--- config.mk ---
export PLATFORM = sky130hd
export DESIGN_NAME = fp_round_stage
export DESIGN_NICKNAME = d
export VERILOG_FILES = /design/src/rtl/fpu_pkg.sv /design/src/rtl/fp_round_inc.sv /design/src/rtl/fp_round_stage.sv
export SDC_FILE = /design/constraint.sdc
export NUM_CORES = 1
export LEC_CHECK = 0
export ABC_AREA = 1
export CORE_UTILIZATION = 43
export DETAILED_ROUTE_END_ITERATION = 8
export HOLD_SLACK_MARGIN = 0.12
export PLACE_DENSITY = 0.89
export SLEW_MARGIN = 25
export SYNTH_ARGS = -nofsm -noshare
export SYNTH_HDL_FRONTEND = slang
export SYNTH_SLANG_ARGS = --single-unit
--- constraint.sdc ---
create_clock -name clk -period 2.48 [get_ports clk]
set_input_delay 0.496 -clock clk [delete_from_list [all_inputs] [get_ports clk]]
set_output_delay 0.496 -clock clk [all_outputs]
set_load 0.02 [all_outputs]
--- src/rtl/fpu_pkg.sv ---
// Shared single-precision FPU definitions: rounding-mode encodings, default widths,
// the rounded-result record handed to the post-round normalizer, and effective-rm selection.
package fpu_pkg;

    localparam int FPU_EXP_W = 9;
    localparam int FPU_MAN_W = 24;

    localparam logic [2:0] RM_RNE = 3'd0;
    localparam logic [2:0] RM_RTZ = 3'd1;
    localparam logic [2:0] RM_RDN = 3'd2;
    localparam logic [2:0] RM_RUP = 3'd3;
    localparam logic [2:0] RM_RMM = 3'd4;
    localparam logic [2:0] RM_DYN = 3'd7;

    typedef struct packed {
        logic                 sign;
        logic [FPU_EXP_W-1:0] exp;
        logic [FPU_MAN_W:0]   man;
    } round_result_t;

    // DYN in the instruction defers to the frm CSR; anything left over is checked later.
    function automatic logic [2:0] effective_rm(input logic [2:0] inst_rm,
                                                input logic [2:0] csr_frm);
        return (inst_rm == RM_DYN) ? csr_frm : inst_rm;
    endfunction

endpackage

--- src/rtl/fp_round_inc.sv ---
// Combinational round-increment decision from effective rm, sign, mantissa lsb and G/R/S.
// Shared with the int-to-float converter.
module fp_round_inc
    import fpu_pkg::*;
(
    input  logic [2:0] rm_i,
    input  logic       sign_i,
    input  logic       lsb_i,
    input  logic [2:0] grs_i,
    output logic       inc_o,
    output logic       inexact_o,
    output logic       illegal_o
);

    logic g, r, s;
    logic rne_inc;

    assign g         = grs_i[2];
    assign r         = grs_i[1];
    assign s         = grs_i[0];
    assign inexact_o = g | r | s;
    assign rne_inc   = g & (r | s | lsb_i);

    always_comb begin
        // NOTE: every output of a combinational block gets a default first; a path that
        // skips an assignment would otherwise infer a latch.
        inc_o     = 1'b0;
        illegal_o = 1'b0;
        case (rm_i)
            RM_RNE: inc_o = rne_inc;
            RM_RTZ: inc_o = 1'b0;
            RM_RDN: inc_o = inexact_o & sign_i;
            RM_RUP: inc_o = inexact_o & ~sign_i;
            RM_RMM: inc_o = g;
            default: begin
                // Reserved encodings still produce a defined result (RNE) and are flagged.
                inc_o     = rne_inc;
                illegal_o = 1'b1;
            end
        endcase
    end

endmodule

--- src/rtl/fp_round_stage.sv ---
// Registered rounding stage: applies the RISC-V rounding mode to a pre-normalized operand
// and presents the result on a one-deep valid/ready register, plus a sticky NX flag.
module fp_round_stage
    import fpu_pkg::*;
#(
    parameter int EXP_W = FPU_EXP_W,
    parameter int MAN_W = FPU_MAN_W
) (
    input  logic             clk,
    input  logic             rst,
    input  logic             in_valid,
    output logic             in_ready,
    input  logic             in_sign,
    input  logic [EXP_W-1:0] in_exp,
    input  logic [MAN_W-1:0] in_man,
    input  logic [2:0]       in_grs,
    input  logic             in_special,
    input  logic             done_cal_in,
    input  logic [2:0]       inst_rm,
    input  logic [2:0]       csr_frm,
    input  logic             out_ready,
    output logic             rounded_result_sign,
    output logic [EXP_W-1:0] rounded_result_exp,
    output logic [MAN_W:0]   rounded_result_man,
    output logic             round_flag,
    output logic             done_cal,
    output logic             out_valid,
    output logic             illegal_rm,
    output logic             nx_sticky,
    input  logic             nx_clr
);

    logic             valid_q, valid_d;
    logic             sign_q,  sign_d;
    logic [EXP_W-1:0] exp_q,   exp_d;
    logic [MAN_W:0]   man_q,   man_d;
    logic             flag_q,  flag_d;
    logic             ill_q,   ill_d;
    logic             done_q,  done_d;
    logic             nx_q,    nx_d;

    logic             accept;
    logic             inc_raw, inc, inexact, illegal;
    logic             flag_next;
    logic [MAN_W:0]   man_next;

    fp_round_inc u_inc (
        .rm_i      (effective_rm(inst_rm, csr_frm)),
        .sign_i    (in_sign),
        .lsb_i     (in_man[0]),
        .grs_i     (in_grs),
        .inc_o     (inc_raw),
        .inexact_o (inexact),
        .illegal_o (illegal)
    );

    // Specials (Inf/NaN/zero) pass through untouched and never raise inexact.
    assign inc       = inc_raw & ~in_special;
    assign flag_next = inexact & ~in_special;
    assign man_next  = {1'b0, in_man} + {{MAN_W{1'b0}}, inc};

    assign in_ready = ~valid_q | out_ready;
    assign accept   = in_valid & in_ready;

    always_comb begin
        valid_d = valid_q;
        sign_d  = sign_q;
        exp_d   = exp_q;
        man_d   = man_q;
        flag_d  = flag_q;
        ill_d   = ill_q;
        done_d  = done_q;
        nx_d    = (nx_clr ? 1'b0 : nx_q) | (accept & flag_next);

        if (accept) begin
            valid_d = 1'b1;
            sign_d  = in_sign;
            exp_d   = in_exp;
            man_d   = man_next;
            flag_d  = flag_next;
            ill_d   = illegal;
            done_d  = done_cal_in;
        end else if (out_ready) begin
            valid_d = 1'b0;
        end
    end

    always_ff @(posedge clk) begin
        // NOTE: state registers use non-blocking assignments so every flop samples the
        // pre-edge values; the datapath register is reset too because its fields are
        // visible outputs that must read zero out of reset.
        if (rst) begin
            valid_q <= 1'b0;
            sign_q  <= 1'b0;
            exp_q   <= '0;
            man_q   <= '0;
            flag_q  <= 1'b0;
            ill_q   <= 1'b0;
            done_q  <= 1'b0;
            nx_q    <= 1'b0;
        end else begin
            valid_q <= valid_d;
            sign_q  <= sign_d;
            exp_q   <= exp_d;
            man_q   <= man_d;
            flag_q  <= flag_d;
            ill_q   <= ill_d;
            done_q  <= done_d;
            nx_q    <= nx_d;
        end
    end

    assign out_valid           = valid_q;
    assign rounded_result_sign = sign_q;
    assign rounded_result_exp  = exp_q;
    assign rounded_result_man  = man_q;
    assign round_flag          = flag_q;
    assign illegal_rm          = ill_q;
    assign done_cal            = done_q & valid_q;
    assign nx_sticky           = nx_q;

endmodule

==> results of run 1 <==
-- worst min-delay path by stage --
stage | startpoint | end | depth (start not counted)
2_1_floorplan | done_q | done_q | 2
3_3_place_gp | nx_sticky | nx_sticky | 2
3_5_place_dp | round_flag | round_flag | 2
4_1_cts | round_flag | round_flag | 2
5_1_grt | round_flag | round_flag | 2
6_report | round_flag | round_flag | 2
-- through the flow --
step                hold WS [ps]  setup TNS, ps  instances  power [mW]  setup WS (ps)
CTS                          478              0        526        1.73           26.6
global route                 495              0        528        1.81         0.0535
finish                       477              0        528        1.74            101
detailed placement           466         -11980        514        1.20           -678
floorplan                    455              0        351       0.946            158
global placement             457          -8790        514        1.18           -496
-- cell type report --
| type | count | share of cell area, % |
|---|---|---|
| repair buffers | 113 | 30.6 |
| clock buffers | 5 | 1.93 |
| well taps | 67 | 2.35 |
| inverters | 38 | 4.00 |
| multi-input cells | 262 | 37.4 |
| flip-flops and latches | 40 | 22.5 |
| clock inverters | 3 | 1.19 |
-- worst min-delay path, stage by stage, from the launching register on --
cell and delay, ps:
dfxtp_1 320, nand2_1 60, a21oi_1 60
-- per-layer routing --
| metal | up-vias | routed length (µm) | track usage [%] |
|---|---|---|---|
| li1 | 1326 | - | - |
| met1 | 1166 | 2880 | 28.7 |
| met2 | 89 | 3420 | 46.7 |
| met3 | 22 | 486 | 6.10 |
| met4 | 0 | 158 | 10.0 |
| met5 | - | 0 | 0 |
-- kinds of logic after synthesis --
family	count (synthesis)	synth area share, %
flops	40	35.8
fa+ha+maj	2	1.12
compound gates	47	10.8
buf+inv	49	8.88
xor+xnor	9	3.52
simple gates	204	39.9
-- sequential cells by signal, summed over array words and instances (netlist names) --
register / cells
round_flag: 1
nx_sticky: 1
rounded_result_sign: 1
illegal_rm: 1
rounded_result_exp: 9
rounded_result_man: 25
done_q: 1
out_valid: 1
-- cell usage in the layout, fill, tap and decap left out, types with 2 or more instances in the layout --
cell type / Yosys / layout
clkdlybuf4s50_1: 0 / 81
nor2_1: 80 / 79
nand2_1: 73 / 67
dfxtp_1: 40 / 40
inv_1: 36 / 33
o21ai_0: 29 / 25
nand3_1: 27 / 22
buf_4: 2 / 20
a21oi_1: 14 / 12
nand2_2: 4 / 10
inv_2: 2 / 5
nand3_2: 2 / 5
xor2_1: 5 / 5
clkbuf_8: 0 / 5
dlymetal6s2s_1: 0 / 5
nand4_1: 4 / 4
nor2_4: 3 / 4
xnor2_1: 4 / 4
nand3b_1: 3 / 3
o21ai_1: 1 / 3
clkbuf_2: 0 / 3
o21ai_2: 0 / 2
a21oi_2: 0 / 2
nand3_4: 0 / 2
and2_1: 2 / 2
nor3_1: 2 / 2
or2_0: 2 / 2
buf_6: 0 / 2
-- power by group through the flow --
stage          logic, mW  clock network (mW)  registers (mW)
2_1_floorplan      0.154                   0           0.792
3_3_place_gp       0.449                   0           0.732
3_5_place_dp       0.463                   0           0.733
4_1_cts            0.474               0.541           0.718
5_1_grt            0.525               0.560           0.725
6_report           0.481               0.536           0.718
-- repair_timing --
action | 4_1_cts | 5_1_grt
pin swaps | 7 | 20
hold buffers | 0 | 0
endpoints found under the setup margin | 21 | 20
buffers inserted | 4 | 2
gates resized for setup | 19 | 28
hold endpoints to repair | 0 | 0
==> out/qor.yml, run 1 <==
syn_area_um2: 2240
critPathRequiredTime_ps: 2670
n_antenna_cell: 0
totalWireLength_um: 6950
wl_per_cell_um: 13.2
ant_nets: 0
cts-root-buf: "clkbuf_8"
combPwrFrac_pct: 27.7
grt_use_total_pct: 25.6
fmax_mhz: 420
portBuffers: 90
cp_num_cells: 14
seq_area_um2: 801
clk_pin_slew_ps: 80
io_pins: 91
drv_cap: 0
first_pass_iters: 4
path_cells: "clkdlybuf4s50_1 -> inv_2 -> nand3_1 -> a21oi_2 -> nor2_1 -> nor2_1 -> ha_2 -> ha_4 -> nand2_2 -> nor2_4 -> nand3_2 -> xnor2_1 -> o21ai_1 -> inv_1"
ys_top_cells_by_area: "dfxtp_1, nor2_1, nand2_1"
core_area_um2: 4880
syn_inst: 351
worstSkewPairLatency_ps: 300
synth-seq-area-share_pct: 35.8
cp-start-kind: "input port"
synth_commonest_cells: "nor2_1, nand2_1, dfxtp_1"
grt_max_degree: 28
reg2reg_slack_ps: 1000
die_w_um: 74.2
internal_power_mw: 1.22
cts-htree-levels: 2
slowest_delay_ps: 460
grt_antenna_before_repair: 0
fillers: 364
reg2reg_from: "out_valid"
drv_slew: 0
end_kind: "flop"
fin_skew_ps: 5.12
ys.flop_type: "dfxtp_1"
ys_warn_count: 0
synth_most_common_cell: "nor2_1"
crit_start: "in_sign"
area_growth_pct: 59.1
ff2ff_path_depth: 6
grt_overflow: 0
rr_endpoint: "nx_sticky"
numClockSinks: 40
final_nets: 512
drt-initial-drc-count: 129
p_per_area_nw_per_um2: 487
avgViaCountPerCell: 4.93
gp_congestion: 0.911
fin_util_pct: 73.0
clkPwrFrac_pct: 30.9
hold_viol: 0
yosysUniqueCellTypes: 28
drive_gt1_share_pct: 14.8
min_path_type: "reg -> reg"
vias: 2603
synth_edf_count: 0
ys_async_sr_fraction_pct: 0
synth_nets: 403
die-area_um2: 5500
cp_num_buf_inv: 3
status: "finished clean"
p_switching_mw: 0.514
placed_area_um2: 3310
cp_max_fo: 3
synth.avg_cell_area_um2: 6.38
yosysTopAreaCell: "dfxtp_1"
critical-path-top-delay-family: "simple AND/OR/NAND/NOR gates"
design_area_um2: 3560
worst-slew-pin-transition_ps: 618
die_y_um: 74.2
initial_core_util_pct: 45.9
cts_buffers: 5
grt_pass1_wl_um: 10900
ir_worst_vdd_uv: 244
p_sw_share_pct: 29.6
grt_pass1_vias: 2505
synth_seq_cells: 40
p_leak_nw: 1.61
multi_input_area_um2: 1330
crit_end: "rounded_result_man[6]"
fin_crit_ps: 2380
timing.final.crit_share_pct: 95.9
crit_arrival_ps: 2570
slew_headroom_pct: 58.8
slowest_stage: "clkdlybuf4s50_1"
cpMostUsedCell: "nor2_1"
rsz0062_at_grt: "no"
seq_power_share_pct: 41.4
drc: 0
worstSetupPathType: "in -> reg"
rows: 25
setup_viol: 0
clock_path_buffers: 2
cts_tree: "built"
hpwl_um: 5080
synth_top_area_share_pct: 35.8
Note: power is estimated with default switching activity, not from simulation.
==> run 2: changes to the inputs <==
--- a/config.mk
+++ b/config.mk
@@ -6,10 +6,10 @@
 export NUM_CORES = 1
 export LEC_CHECK = 0
 export ABC_AREA = 1
-export CORE_UTILIZATION = 43
+export CORE_UTILIZATION = 47
 export DETAILED_ROUTE_END_ITERATION = 8
 export HOLD_SLACK_MARGIN = 0.12
-export PLACE_DENSITY = 0.89
+export PLACE_DENSITY = 0.95
 export SLEW_MARGIN = 25
 export SYNTH_ARGS = -nofsm -noshare
 export SYNTH_HDL_FRONTEND = slang
==> constraint.sdc (replaced) <==
create_clock -name clk -period 2.8 [get_ports clk]
set_input_delay 0.56 -clock clk [delete_from_list [all_inputs] [get_ports clk]]
set_output_delay 0.56 -clock clk [all_outputs]
set_load 0.02 [all_outputs]
==> out/qor.yml, run 2 (synthesis gave the netlist of run 1 again) <==
status: "complete, but fails checks"
violations: "design-rule violations"
ir_worst_vdd_uv: 186  # -24%
holdBufCountCts: 0  # unchanged
whs_ps: 486  # +8.98 ps
wl_per_cell_um: 13.3  # +1.2%
timing.final.crit_share_pct: 91.1
end_kind: "flop"
totalWireLength_um: 6720  # -3.2%
gp_congestion: 0.868  # -4.7%
slew_headroom_pct: 62.4  # +3.6 points
grt_max_degree: 28  # unchanged
rsz0062_at_grt: "no"
p_per_area_nw_per_um2: 446  # -8.5%
seq_power_share_pct: 41.3  # about the same
clkPwrFrac_pct: 31.8  # +0.9 points
rows: 24  # -4.0%
io_pins: 91  # unchanged
grt_pass1_wl_um: 10700  # -1.9%
final_cell_mix: "clkdlybuf4s50_1, nor2_1, nand2_1, dfxtp_1, inv_1"
die_y_um: 71.0  # -4.2%
area_growth_pct: 54.5
cts_buffers: 5  # unchanged
min_path_type: "reg -> reg"
hpwl_um: 4850  # -4.4%
vias: 2630  # +1.0%
hold_viol: 0  # unchanged
portBuffers: 90  # unchanged
cp-start-kind: "input port"
setup_viol: 0  # unchanged
fin_crit_ps: 2550
die-area_um2: 5050  # -8.3%
clock_path_buffers: 2  # unchanged
numClockSinks: 40  # unchanged
core_area_um2: 4470  # -8.3%
worst-slew-pin-transition_ps: 563  # -54.6 ps
power_mw: 1.54  # -11%
cts_tree: "built"
internal_power_mw: 1.08  # -11%
first_pass_iters: 6  # +2
worstSetupPathType: "in -> reg"
final_nets: 504  # -1.6%
p_switching_mw: 0.460  # -10%
fin_skew_ps: 4.73  # -0.391 ps
clk_pin_slew_ps: 80  # about the same
avgViaCountPerCell: 5.21  # +5.6%
drive_gt1_share_pct: 10.4  # -4.4 points
grt_overflow: 0  # unchanged
cp_max_fo: 3  # unchanged
critPathRequiredTime_ps: 2990  # +320 ps
fmax_mhz: 392
drc: 10  # +10
die_w_um: 71.0  # -4.2%
grt_use_total_pct: 26.7  # +1.1 points
grt_pass1_vias: 2403  # -4.1%
drv_slew: 0  # unchanged
drt-initial-drc-count: 150  # +16%
n_antenna_cell: 0  # unchanged
worstSkewPairLatency_ps: 300  # about the same
cts-htree-levels: 2  # unchanged
p_sw_share_pct: 29.8  # +0.21 points
drv_cap: 0  # unchanged
grt_antenna_before_repair: 0  # unchanged
mostFrequentLayoutCell: "clkdlybuf4s50_1"
combPwrFrac_pct: 26.9  # -0.8 points
initial_core_util_pct: 50.1  # +4.2 points
largest_register_ffs: 25  # unchanged
p_leak_nw: 1.56  # -3.5%
cts-root-buf: "clkbuf_8"
crit_arrival_ps: 2740  # +170 ps
ant_nets: 0  # unchanged
## run 2: cell count changes in the layout (fill, tap and decap cells not counted), sizes merged
cell / change
buf: -8
clkbuf: -3
clkdlybuf4s15: -1
clkdlybuf4s50: +6
clkinv: +1
clkinvlp: -1
dlymetal6s2s: -2
## run 2: cell type report
type,count,area (µm²)
Clock inverter,3,47.5
Tap cell,52,65.1
Clock buffer,5,68.8
Inverter,38,143
Sequential cell,40,801
Timing Repair Buffer,105,1050
Fill cell,325,1010
Multi-Input combinational cell,262,1290
## run 2: metrics by stage
stage          cells  util (%)  setup slack, ps  area (µm²)  TNS (ps)
2_1_floorplan    351         -              414        2240         0
3_5_place_dp     494      72.7             -388        3250     -5700
3_3_place_gp     494      72.7             -254        3250     -2960
5_1_grt          505      77.3             33.8        3460         0
6_report         505      77.3              248        3460         0
4_1_cts          503      75.7             7.51        3390         0
## run 2: worst paths after layout
path | start | to | slack [ps] | depth (start not counted)
worst max register to register | out_valid | rounded_result_man[2] | 1130 | 6
worst max-delay path | csr_frm[0] | rounded_result_man[6] | 250 | 18
worst min-delay path | nx_sticky | nx_sticky | 490 | 2
worst min register to register | nx_sticky | nx_sticky | 490 | 2
## run 2: power by group through the flow
stage	Sequential [mW]	Clock [mW]	Combinational, mW
floorplan	0.702	0	0.136
global placement	0.648	0	0.392
detailed placement	0.649	0	0.401
CTS	0.637	0.490	0.405
global route	0.642	0.518	0.450
finish	0.637	0.491	0.415
## run 2: worst max-delay path, cell delays in order
cell and delay [ps]:
clkdlybuf4s50_1 450, inv_1 40, nand4_1 120, nand2_2 80, nand2_1 60, nand2_1 60
buf_4 140, nand3_1 60, nor2_1 50, nor2_2 80, ha_2 200, ha_4 150
nand2_1 60, nor2_2 150, nand3_2 120, xnor2_1 140, o21ai_0 160, inv_1 60
## run 2: routing by layer
metal | GRT usage, % | up-vias | share of wire (%)
li1 | - | 1309 | -
met5 | 0 | - | 0
met2 | 49.3 | 113 | 50
met4 | 6.22 | 0 | 1.3
met3 | 4.84 | 12 | 6.5
met1 | 32.1 | 1196 | 42
## run 2: timing repair
action	in CTS	in global routing
buffers inserted	1	2
pin swaps	1	4
setup endpoints to repair	10	21
resized for setup	1	18
